`src/rtl/mem_access_unit.sv`:
```
// MEM stage of the pipeline: issues data-memory requests, stalls upstream while a
// request is outstanding, and registers the MEM/WB outputs including error reporting.
module mem_access_unit #(
    parameter int TIMEOUT = 16
) (
    input  logic        clk,
    input  logic        rst,
    input  logic        mem_read,
    input  logic        mem_write,
    input  logic        mem_to_reg,
    input  logic        reg_write,
    input  logic [31:0] alu_res,
    input  logic [31:0] rt_data,
    input  logic [4:0]  reg_dest,
    output logic        dmem_req,
    output logic        dmem_we,
    output logic [31:0] dmem_addr,
    output logic [31:0] dmem_wdata,
    input  logic [31:0] dmem_rdata,
    input  logic        dmem_ack,
    output logic        stall,
    output logic        wb_mem_to_reg,
    output logic        wb_reg_write,
    output logic [31:0] wb_read_data,
    output logic [31:0] wb_alu_res,
    output logic [4:0]  wb_reg_dest,
    output logic        mem_err
);

    localparam int               CNT_W    = $clog2(TIMEOUT) + 1;
    localparam logic [CNT_W-1:0] CNT_LAST = CNT_W'(TIMEOUT - 1);

    typedef enum logic [1:0] {
        IDLE,
        ACCESS,
        DONE
    } state_t;

    state_t           state;
    logic [CNT_W-1:0] cnt;

    // Fields of the in-flight memory instruction, retired in DONE.
    logic        lat_mem_to_reg;
    logic        lat_reg_write;
    logic        lat_timeout;
    logic [31:0] lat_alu_res;
    logic [31:0] lat_data;
    logic [4:0]  lat_reg_dest;

    logic op;
    logic aligned;

    assign op      = mem_read | mem_write;
    assign aligned = (alu_res[1:0] == 2'b00);

    // Combinational so the upstream stages freeze in the same cycle the access is seen.
    assign stall = ((state == IDLE) && op && aligned) || (state == ACCESS);

    always_ff @(posedge clk or posedge rst) begin
        if (rst) begin
            state          <= IDLE;
            cnt            <= '0;
            dmem_req       <= 1'b0;
            dmem_we        <= 1'b0;
            dmem_addr      <= '0;
            dmem_wdata     <= '0;
            wb_mem_to_reg  <= 1'b0;
            wb_reg_write   <= 1'b0;
            wb_read_data   <= '0;
            wb_alu_res     <= '0;
            wb_reg_dest    <= '0;
            mem_err        <= 1'b0;
            lat_mem_to_reg <= 1'b0;
            lat_reg_write  <= 1'b0;
            lat_timeout    <= 1'b0;
            lat_alu_res    <= '0;
            lat_data       <= '0;
            lat_reg_dest   <= '0;
        end else begin
            // NOTE: defaults first; a later non-blocking assignment in this block overrides them.
            mem_err <= 1'b0;
            if (stall) begin
                wb_reg_write  <= 1'b0;
                wb_mem_to_reg <= 1'b0;
            end

            case (state)
                IDLE: begin
                    if (!op) begin
                        wb_mem_to_reg <= mem_to_reg;
                        wb_reg_write  <= reg_write;
                        wb_read_data  <= '0;
                        wb_alu_res    <= alu_res;
                        wb_reg_dest   <= reg_dest;
                    end else if (!aligned) begin
                        wb_mem_to_reg <= 1'b0;
                        wb_reg_write  <= 1'b0;
                        wb_read_data  <= '0;
                        wb_alu_res    <= alu_res;
                        wb_reg_dest   <= reg_dest;
                        mem_err       <= 1'b1;
                    end else begin
                        state          <= ACCESS;
                        cnt            <= '0;
                        dmem_req       <= 1'b1;
                        dmem_we        <= mem_write;
                        dmem_addr      <= alu_res;
                        dmem_wdata     <= rt_data;
                        lat_mem_to_reg <= mem_to_reg;
                        lat_reg_write  <= reg_write;
                        lat_alu_res    <= alu_res;
                        lat_reg_dest   <= reg_dest;
                        lat_timeout    <= 1'b0;
                    end
                end

                ACCESS: begin
                    if (dmem_ack) begin
                        lat_data    <= dmem_we ? 32'd0 : dmem_rdata;
                        lat_timeout <= 1'b0;
                        dmem_req    <= 1'b0;
                        dmem_we     <= 1'b0;
                        state       <= DONE;
                    end else begin
                        cnt <= cnt + 1'b1;
                        if (cnt == CNT_LAST) begin
                            lat_data    <= '0;
                            lat_timeout <= 1'b1;
                            dmem_req    <= 1'b0;
                            dmem_we     <= 1'b0;
                            state       <= DONE;
                        end
                    end
                end

                DONE: begin
                    wb_mem_to_reg <= lat_mem_to_reg;
                    wb_reg_write  <= lat_reg_write & ~lat_timeout;
                    wb_read_data  <= lat_timeout ? 32'd0 : lat_data;
                    wb_alu_res    <= lat_alu_res;
                    wb_reg_dest   <= lat_reg_dest;
                    mem_err       <= lat_timeout;
                    state         <= IDLE;
                end

                default: state <= IDLE;
            endcase
        end
    end

endmodule

```
`config.mk`:
```
export PLATFORM = sky130hd
export DESIGN_NAME = mem_access_unit
export DESIGN_NICKNAME = d
export VERILOG_FILES = /design/src/rtl/mem_access_unit.sv
export SDC_FILE = /design/constraint.sdc
export NUM_CORES = 1
export LEC_CHECK = 0
export ABC_AREA = 1
export BUFFER_PORTS_ARGS = -buffer_cell sky130_fd_sc_hd__buf_2
export CELL_PAD_IN_SITES_DETAIL_PLACEMENT = 1
export CELL_PAD_IN_SITES_GLOBAL_PLACEMENT = 1
export CORE_UTILIZATION = 37
export DETAILED_ROUTE_END_ITERATION = 6
export GPL_ROUTABILITY_DRIVEN = 0
export GPL_TIMING_DRIVEN = 0
export MAX_ROUTING_LAYER = met4
export PLACE_DENSITY = 0.83
export SLEW_MARGIN = 0
export SYNTH_ARGS = -nofsm -noshare
export SYNTH_HDL_FRONTEND = slang
export SYNTH_SLANG_ARGS = --single-unit
```
`constraint.sdc`:
```
create_clock -name clk -period 6.4 [get_ports clk]
set_clock_uncertainty 0.2 [all_clocks]
set_input_delay 0.32 -clock clk [delete_from_list [all_inputs] [get_ports clk]]
set_output_delay 0.32 -clock clk [all_outputs]
set_load 0.01 [all_outputs]
```
# == After elaboration in Yosys (flattened, before gate mapping) ==
# Index checks and enable logic that the tools add are counted.
# totals
regBits,185
in_bits,108
output_inout_bits,139
elab_cells,89
# op_classes
add_sub_neg,1
eq_ne,8
muxes,46
bitwise_logic,3
reduce_logical,14
# op_table
op,count
$mux W32,8
$pmux W32 S2,2
$mux W5,5
$pmux W5 S2,2
$mux W1,18
$pmux W1 S2,6
$mux W2,4
$reduce_and A4 Y1,2
$ne A2 B2 Y1 const B,3
$reduce_and A3 Y1,2
$reduce_bool A2 Y1,3
$add A5 B1 Y5 const B,1
$eq A5 B4 Y1 const B,1
$logic_not A2 Y1,2
$pmux W2 S2,1
$reduce_and A2 Y1,2
$ne A3 B2 Y1 const B,1
$ne A3 B3 Y1 const B,1
$eq A2 B1 Y1 const B,1
$eq A2 B2 Y1 const B,1
$logic_and A1 B1 Y1,2
$and A1 B1 Y1,1
$logic_or A1 B1 Y1,1
$not A1 Y1,1
$or A1 B1 Y1,1

# == Logic depth before layout (Yosys ltp) ==
# Gate-level depths: netlist of run 1.
# depth
depth_word,8
ltp_mapped,8
depth_no_buf,7

# == Worst setup path after synthesis of run 1 ==
# Ideal clock, no wire load.
# synth_path
path_type,reg-to-reg
from,register cnt[0]
to,register lat_data[17]
setup_time_ns,0.066
t_arrival_ns,1.474
required_ns,6.134
path_slack_ns,4.660
path_stages_with_launch,9
path_buffers,1
period_less_slack_ns,1.740
cell_sequence,dfrtp_1 > ha_1 > nand2_1 > nor2_1 > ha_1 > o21ai_2 > buf_2 > nand2_1 > nand2_1
# synth_via
elab_chain_len,3
# synth_lines
element,line,text
from (decl),40,logic [CNT_W-1:0] cnt;
from (signal assigned),125,cnt <= cnt + 1'b1;
$eq A5 B4 Y1,126,if (cnt == CNT_LAST) begin
$reduce_bool A2 Y1 (no source line),-,
$reduce_and A2 Y1 (no source line),-,
to (signal assigned),119,lat_data <= dmem_we ? 32'd0 : dmem_rdata;
to (decl),47,logic [31:0] lat_data;
# No other way between the ends.
# A chain may end at the register's enable or synchronous reset.

# == Final worst setup path of run 1 ==
# layout_path
from,input mem_write
to,output stall
# layout_via
elab_chain_len,4
# layout_lines
element,line,text
from (decl),9,"input logic mem_write,"
$or A1 B1 Y1,53,assign op = mem_read | mem_write;
$logic_and A1 B1 Y1 (2 in series),57,assign stall = ((state == IDLE) && op && aligned) || (state == ACCESS);
$logic_or A1 B1 Y1,57,
to (decl),21,"output logic stall,"
# No other way between the ends.

==> results of run 1 <==
-- cell type report --
type / count / area (um2)
diodes: 4 / 10.0
plain buffers: 51 / 255
clock buffers: 20 / 467
clock inverters: 12 / 114
fillers: 2494 / 9350
inverters: 16 / 67.6
multi-input cells: 685 / 2710
flip-flops and latches: 185 / 4630
well taps: 270 / 338
repair buffers: 350 / 2290
-- placed cells by master (no fill, tap or decap), drive strengths merged --
| cell type | instances |
|---|---|
| clkbuf | 32 |
| nor3 | 1 |
| a21oi | 1 |
| nand3 | 81 |
| buf | 286 |
| dlygate4sd3 | 103 |
| dfrtp | 185 |
| nor3b | 1 |
| nand2 | 583 |
| bufinv | 1 |
| nor2 | 13 |
| inv | 20 |
| clkinvlp | 1 |
| o21ai | 3 |
| ha | 2 |
| diode | 4 |
| clkinv | 6 |
-- where the power goes --
group          switching [mW]  total (mW)  internal [mW]
Combinational           0.503       0.830          0.327
Clock                   0.476        1.05          0.573
Sequential              0.166        1.59           1.42
-- logic make-up (layout without fill, tap and decap cells) --
group / Yosys count / in the layout / share of synthesized area [%]
AND/OR/NAND/NOR: 679 / 679 / 34.8
flip-flops: 185 / 185 / 60.5
buffers and inverters: 67 / 449 / 4.12
AO/OA/AOI/OAI: 4 / 4 / 0.310
adder cells (fa/ha/maj): 2 / 2 / 0.327
other: 0 / 4 / 0
-- cells in the mapped netlist, drive strengths merged --
cell type  count
o21ai          3
nand3         81
nand2        583
inv           16
buf           39
nor3           1
ha             2
a21oi          1
clkbuf        12
nor2          13
dfrtp        185
nor3b          1
-- critical path: stages --
cell and delay, ns:
dlygate4sd3_1 0.54, buf_2 0.13, inv_1 0.04, nand2_1 0.10
nand3_2 0.12, buf_2 0.24, buf_2 0.31, nand2_1 0.14
buf_2 0.17
-- worst min-delay path by stage --
stage	from	end	slack, ns	cells after the start
final	alu_res[0]	wb_alu_res[0]	0.04	5
after global routing	alu_res[1]	wb_alu_res[1]	0.05	5
after CTS	alu_res[0]	wb_alu_res[0]	0.03	5
after detailed placement	rst	dmem_wdata[10]	0.25	2
after global placement	wb_read_data[0]	wb_read_data[0]	0.25	2
after floorplan	rt_data[0]	dmem_wdata[0]	0.23	2
-- stage by stage --
step	cells	power, mW
floorplan	937	1.99
global placement	1453	2.32
detailed placement	1454	2.37
CTS	1589	3.48
global route	1593	3.66
finish	1593	3.47
-- per-layer routing --
metal	global-route usage (%)	wire length [um]	vias to the layer above
li1	-	-	3613
met1	32.5	11300	3701
met2	43.5	13200	232
met3	4.45	1080	78
met4	14.2	1170	0
met5	-	0	-
==> impl_metrics.env, run 1 <==
export IMPL_status="complete, no violations"
export IMPL_vias=7624
export IMPL_synth_cell_area_um2=7660
export IMPL_max_slew_margin_rel_pct=60.0
export IMPL_setup_violations=0
export IMPL_grt_max_degree=103
export IMPL_nets=1416
export IMPL_clkLatencyLatePin_ns=0.43
export IMPL_dr_pass1_iters=5
export IMPL_yosys_warnings=0
export IMPL_fmax_ghz=0.379
export IMPL_r2r_worst_path_cells=8
export IMPL_dieArea_um2=21300
export IMPL_crit_path_end="stall"
export IMPL_dp_hpwl_mm=17.1
export IMPL_ant_nets=0
export IMPL_area_growth_pct=42.1
export IMPL_grt_pass1_wl_mm=43.1
export IMPL_drv_slew=0
export IMPL_place_area_um2=9260
export IMPL_drive_above_1_share_pct=24.6
export IMPL_end_kind="primary output"
export IMPL_dieWidth_um=146
export IMPL_cts_num_sinks=185
export IMPL_wl_per_cell_um=16.8
export IMPL_setup_tns_ns=0
export IMPL_cp_max_fo=10
export IMPL_worstPathRequired_ns=5.88
export IMPL_synthCells=937
export IMPL_initial_core_util_pct=37.8
export IMPL_post_cts_buffers=0
export IMPL_io_buffers=246
export IMPL_cts_hold_buf=103
export IMPL_r2r_end="lat_data[24]"
export IMPL_fin_area_um2=10900
export IMPL_rsz0062_at_grt="false"
export IMPL_hold_violations=0
export IMPL_grt_pass1_vias=8170
export IMPL_ys_seq_area_share_pct=60.5
export IMPL_hp_class="primary input to register"
export IMPL_fin_ws_ns=3.76
export IMPL_cts_root_buf="clkbuf_16"
export IMPL_cts_tree="built"
export IMPL_cap_violations=0
export IMPL_totalWireLength_mm=26.8
export IMPL_crit_path_start="mem_write"
export IMPL_dp_slack_ns=4.30
export IMPL_cts_buffers=17
export IMPL_timing_final_crit_share_pct=41.2
export IMPL_clk_pin_slew_worst_paths_ns=0.06
export IMPL_cp_start_kind="primary input"
export IMPL_syn_num_nets=1047
export IMPL_cp_arrival_ns=2.12
export IMPL_syn_mean_instance_area_um2=8.17
export IMPL_num_rows=52
export IMPL_core_area_um2=20200
export IMPL_clockBufferDepth=2
export IMPL_synth_top_area_share_pct=60.5
export IMPL_ys_ff_latch=185
export IMPL_leakagePower_nw=6.28
export IMPL_worstSetupPathType="primary input to primary output"
export IMPL_yosys_area_top_type="dfrtp_1"
export IMPL_grt_usage_pct=26.9
export IMPL_period_minus_slack_ns=2.64
export IMPL_finalCoreUtilization_pct=53.8
export IMPL_r2r_start="cnt[0]"
export IMPL_r2r_slack_ns=4.33
export IMPL_antenna_found_initial=4
export IMPL_ios=247
export IMPL_gr_total_overflow=0
export IMPL_cts_resized=0
export IMPL_route_detailed_drc=0
export IMPL_die_y_um=146
export IMPL_vdd_ir_drop_max_uv=196
export IMPL_holdWs_ns=0.0383
export IMPL_tightest_slew_ns=0.599
export IMPL_htreeDepth=4
export IMPL_synthTopCellsByArea="dfrtp_1, nand2_1, nand3_1"
export IMPL_power_density_nw_per_um2=319
export IMPL_vias_per_cell=4.79
export IMPL_dr_first_iter_drc_count=356
export IMPL_synth_cell_types=17
No activity file was read; power rests on OpenSTA's default activity.
==> run 2: changes to the inputs <==
Settings changed: ABC_AREA 1 to 0, CORE_UTILIZATION 37 to 40, PLACE_DENSITY 0.83 to 0.82.
Clock period 6.4 ns to 2.8 ns, I/O delays scaled along.
==> run 2 against run 1 <==
Via count decreased by 13%; register-to-register slack worse by 4.2 ns; routed wire length down 4.5%; area after synthesis barely moved; critical endpoint is now lat_data[7].
==> impl_metrics.env, run 2 <==
export IMPL_setup_tns_ns=0
export IMPL_layout_commonest_cell="buf_2"
export IMPL_clkLatencyLatePin_ns=0.42
export IMPL_r2r_slack_ns=0.18
export IMPL_r2r_end="lat_data[7]"
export IMPL_power_density_nw_per_um2=763
export IMPL_syn_mean_instance_area_um2=13.3
export IMPL_cts_hold_buf=106
export IMPL_area_growth_pct=42.9
export IMPL_fin_total_pwr_mw=8.35
export IMPL_dr_first_iter_drc_count=307
export IMPL_synth_edf_count=0
export IMPL_async_flop_share_pct=100
export IMPL_ys_ff_latch=185
export IMPL_route_detailed_drc=0
export IMPL_cts_buffers=17
export IMPL_fin_ws_ns=0.176
export IMPL_cts_root_buf="clkbuf_16"
export IMPL_grt_pass1_vias=7232
export IMPL_synth_top_flop_cell="dfrtp_1"
export IMPL_drv_slew=0
export IMPL_vias_per_cell=5.51
export IMPL_cts_num_sinks=185
export IMPL_worstSetupPathType="register to register"
export IMPL_hold_violations=0
export IMPL_ios=247
export IMPL_hp_class="primary input to register"
export IMPL_grt_usage_pct=27.7
export IMPL_worstHoldStart="mem_read"
export IMPL_clockBufferDepth=2
export IMPL_cap_violations=0
export IMPL_fmax_ghz=0.381
export IMPL_place_area_um2=9260
export IMPL_synth_top_cells_by_count="dfrtp_1, a22o_1, mux2_2, inv_1, o211ai_1"
export IMPL_max_slew_margin_rel_pct=37.4
export IMPL_setup_violations=0
export IMPL_status="complete, no violations"
export IMPL_yosys_area_top_type="dfrtp_1"
export IMPL_dp_hpwl_mm=16.7
export IMPL_drive_above_1_share_pct=39.3
export IMPL_vdd_ir_drop_max_uv=441
export IMPL_end_kind="register"
export IMPL_post_cts_buffers=0
export IMPL_cp_max_fo=10
export IMPL_n_fill_cell=1966
export IMPL_dr_pass1_iters=5
export IMPL_timing_final_crit_share_pct=93.7
export IMPL_dp_slack_ns=0.242
export IMPL_totalWireLength_mm=25.6
export IMPL_grt_max_degree=41
export IMPL_tightest_slew_ns=0.937
export IMPL_gr_total_overflow=0
export IMPL_ant_nets=0
export IMPL_cp_arrival_ns=2.78
export IMPL_nets=1060
export IMPL_r2r_start="cnt[0]"
export IMPL_synth_cell_area_um2=7650
export IMPL_worst_hold_path_num_cells=4
export IMPL_synthCells=575
export IMPL_cts_tree="built"
export IMPL_finalCoreUtilization_pct=58.5
export IMPL_die_y_um=140
export IMPL_clk_pin_slew_worst_paths_ns=0.07
export IMPL_dieWidth_um=140
export IMPL_dieArea_um2=19700
export IMPL_cts_resized=0
export IMPL_initial_core_util_pct=40.9
export IMPL_yosys_warnings=0
export IMPL_fin_area_um2=10900
export IMPL_synth_cell_types=39
export IMPL_leakagePower_nw=5.22
export IMPL_num_rows=50
export IMPL_core_area_um2=18700
export IMPL_synth_top_area_share_pct=60.5
export IMPL_worstPathRequired_ns=2.96
export IMPL_synth_most_common_cell="dfrtp_1"
export IMPL_layout_common_cells="buf_2, dfrtp_1, dlygate4sd3_1"
export IMPL_syn_num_nets=685
export IMPL_wl_per_cell_um=21.3
export IMPL_rsz0062_at_grt="false"
export IMPL_io_buffers=246
export IMPL_r2r_worst_path_cells=6
export IMPL_vias=6601
export IMPL_ys_seq_area_share_pct=60.5
export IMPL_htreeDepth=4
export IMPL_antenna_found_initial=1
export IMPL_cp_start_kind="register"
export IMPL_whs_endpoint="mem_err"
export IMPL_grt_pass1_wl_mm=40.9
export IMPL_period_minus_slack_ns=2.62
export IMPL_synthTopCellsByArea="dfrtp_1, mux2_2, a22o_1"
## run 2: kinds of logic (layout without fill, tap and decap cells)
kind of cell | count (synthesis) | count (layout) | share of synthesized area [%]
adder cells (fa/ha/maj) | 2 | 2 | 0.327
buffers and inverters | 92 | 480 | 5.18
multiplexers | 71 | 71 | 11.1
AO/OA/AOI/OAI | 191 | 191 | 20.3
AND/OR/NAND/NOR | 34 | 34 | 2.57
flip-flops | 185 | 185 | 60.5
other | 0 | 2 | 0
## run 2: metal layers
| metal | share of wire, % | vias up | wire (um) | GRT usage (%) |
|---|---|---|---|---|
| met4 | 2.5 | 0 | 642 | 10.8 |
| met5 | 0 | - | 0 | - |
| li1 | - | 2928 | - | - |
| met1 | 41 | 3385 | 10600 | 33.3 |
| met3 | 5.3 | 42 | 1370 | 5.33 |
| met2 | 51 | 246 | 13000 | 46.0 |
## run 2: worst max-delay path by stage
stage,from,endpoint,slack (ns),cells past startpoint
2_1_floorplan,rst,cnt[0],0.08,1
3_3_place_gp,rst,wb_read_data[2],-1.14,2
3_5_place_dp,cnt[0],lat_data[0],0.24,6
4_1_cts,cnt[0],lat_data[25],0.23,6
5_1_grt,cnt[0],lat_data[27],0.03,6
6_report,cnt[0],lat_data[7],0.18,6
## run 2: report_power, final
group	total (mW)	leakage (nW)	internal [mW]	switching (mW)
sequential	3.78	2.31	3.31	0.473
clock	2.49	0.291	1.39	1.10
combinational	2.08	2.62	1.04	1.04
total	8.35	5.22	5.73	2.61
## run 2: worst max-delay path, stage by stage, from the launching register on
cell,delay (ns)
dfrtp_1,0.41
ha_1,0.22
and3_1,0.18
ha_1,0.22
o21bai_1,0.59
clkbuf_1,0.49
a22o_1,0.26
## run 2: layout make-up
class / instances / area, um2 / area share (%)
flip-flops and latches: 185 / 4630 / 42.3
repair buffers: 356 / 2370 / 21.7
well taps: 234 / 293 / 2.68
diodes: 2 / 5.00 / 0.0458
clock buffers: 19 / 453 / 4.14
inverters: 42 / 161 / 1.48
plain buffers: 50 / 239 / 2.18
clock inverters: 13 / 158 / 1.44
multi-input cells: 298 / 2630 / 24.0
## run 2: through the flow
step,cells,hold slack (ns)
floorplan,575,0.0725
global placement,1055,0.156
detailed placement,1059,0.161
CTS,1197,0.00945
global route,1198,0.0814
finish,1199,0.0634
==> run 3: changes to the inputs <==
Settings changed: ABC_AREA 0 to 1, CORE_UTILIZATION 40 to 37, GPL_TIMING_DRIVEN 0 to unset, PLACE_DENSITY 0.82 to 0.83.
==> run 3 against run 2 <==
First-iteration DRC count up 13%; register-to-register slack better by 0.17 ns; critical path depth is 3 higher; final area barely moved; combinational power is 6% lower; count of clock-buffer cells in the layout unchanged; global-route usage shrank 0.73 points; die area rose by 8.0%; via count grew 15%; flip-flop and latch count did not move; critical path type is now primary input to register; critical endpoint is now dmem_we; highest routed layer unchanged.
==> impl_metrics.env, run 3 (synthesized netlist as in run 1, its figures left out) <==
export IMPL_area_growth_pct=42.8
export IMPL_cts_buffers=17
export IMPL_setup_tns_ns=0
export IMPL_end_kind="register"
export IMPL_r2r_slack_ns=0.35
export IMPL_antenna_found_initial=4
export IMPL_vdd_ir_drop_max_uv=416
export IMPL_r2r_start="state[0]"
export IMPL_dr_pass1_iters=4
export IMPL_totalWireLength_mm=26.9
export IMPL_num_rows=52
export IMPL_crit_path_start="alu_res[0]"
export IMPL_layout_common_cells="nand2_1, buf_2, dfrtp_1"
export IMPL_status="complete, no violations"
export IMPL_core_area_um2=20200
export IMPL_worstPathRequired_ns=2.97
export IMPL_r2r_end="dmem_we"
export IMPL_n_fill_cell=2494
export IMPL_hold_violations=0
export IMPL_vias=7614
export IMPL_cts_num_sinks=185
export IMPL_drive_above_1_share_pct=23.2
export IMPL_grt_max_degree=150
export IMPL_multi_input_area_um2=2730
export IMPL_drv_slew=0
export IMPL_dieWidth_um=146
export IMPL_fmax_ghz=0.399
export IMPL_place_area_um2=9150
export IMPL_dr_first_iter_drc_count=348
export IMPL_gr_total_overflow=0
export IMPL_setup_violations=0
export IMPL_initial_core_util_pct=37.8
export IMPL_ios=247
export IMPL_io_buffers=246
export IMPL_grt_pass1_wl_mm=43.5
export IMPL_grt_usage_pct=27.0
export IMPL_cp_start_kind="primary input"
export IMPL_tightest_slew_ns=0.839
export IMPL_max_slew_margin_rel_pct=44.0
export IMPL_clockBufferDepth=2
export IMPL_cts_root_buf="clkbuf_16"
export IMPL_post_cts_buffers=0
export IMPL_dp_hpwl_mm=15.2
export IMPL_die_y_um=146
export IMPL_cap_violations=0
export IMPL_nets=1390
export IMPL_leakagePower_nw=6.27
export IMPL_worstHoldStart="mem_read"
export IMPL_crit_path_end="dmem_we"
export IMPL_seq_area_um2=4630
export IMPL_grt_pass1_vias=8394
export IMPL_worstSetupPathType="primary input to register"
export IMPL_timing_final_crit_share_pct=89.6
export IMPL_layout_commonest_cell="nand2_1"
export IMPL_htreeDepth=4
export IMPL_period_minus_slack_ns=2.51
export IMPL_fin_area_um2=10900
export IMPL_place_inst=1416
export IMPL_cp_max_fo=30
export IMPL_ant_nets=0
export IMPL_power_density_nw_per_um2=749
export IMPL_cts_resized=0
export IMPL_clkLatencyLatePin_ns=0.43
export IMPL_hp_class="primary input to register"
export IMPL_r2r_worst_path_cells=7
export IMPL_clk_pin_slew_worst_paths_ns=0.07
export IMPL_holdWs_ns=0.0180
export IMPL_wl_per_cell_um=17.2
export IMPL_rsz0062_at_grt="false"
export IMPL_cp_arrival_ns=2.68
export IMPL_layout_cells_non_filler=1567
export IMPL_cts_tree="built"
export IMPL_route_detailed_drc=0
export IMPL_cts_hold_buf=115
export IMPL_dieArea_um2=21300
export IMPL_vias_per_cell=4.86
-- run 3: cell count changes in the layout (fill, tap and decap cells not counted), sizes merged, moves of 38 or more --
cell,previous run,this run
nand3,5,81
a22o,64,0
o211ai,38,0
nand2,6,583
mux2,69,0
-- run 3: final cells by class --
type,instances,area share [%]
well taps,270,3.09
multi-input cells,685,25.0
clock inverters,13,1.76
clock buffers,19,3.96
flip-flops and latches,185,42.3
diodes,4,0.0915
repair buffers,375,23.2
inverters,16,0.584
-- run 3: where the power goes --
group	switching, mW	internal [mW]	total [mW]
clock	1.09	1.51	2.60
sequential	0.382	3.25	3.64
combinational	1.16	0.790	1.95
-- run 3: worst min path at each step --
stage          depth (start not counted)             end
5_1_grt                                5         mem_err
6_report                               5         mem_err
4_1_cts                                5         mem_err
2_1_floorplan                          2   dmem_wdata[0]
3_3_place_gp                           3   dmem_wdata[2]
3_5_place_dp                           3  dmem_wdata[19]
-- run 3: worst max-delay path, cell delays in order --
cell and delay, ns:
dlygate4sd3_1 0.56, buf_2 0.14, nor2_1 0.33, nand3_4 0.36
inv_2 0.19, buf_4 0.25, nand2_1 0.08, nand2_1 0.07
dlygate4sd3_1 0.54
-- run 3: metal layers --
layer / GRT usage, % / wire length [um]
met1: 30.7 / 10600
met2: 45.5 / 14000
met3: 4.58 / 1120
met4: 14.2 / 1200
met5: - / 0
-- run 3: through the flow --
stage | worst slack (ns) | util, % | total power, mW
CTS | 0.275 | 54.0 | 8.18
finish | 0.291 | 54.0 | 8.19
detailed placement | 0.647 | 45.2 | 5.39
global route | 0.0998 | 54.0 | 8.63
global placement | 0.714 | 45.2 | 5.29
floorplan | 0.0815 | - | 4.56
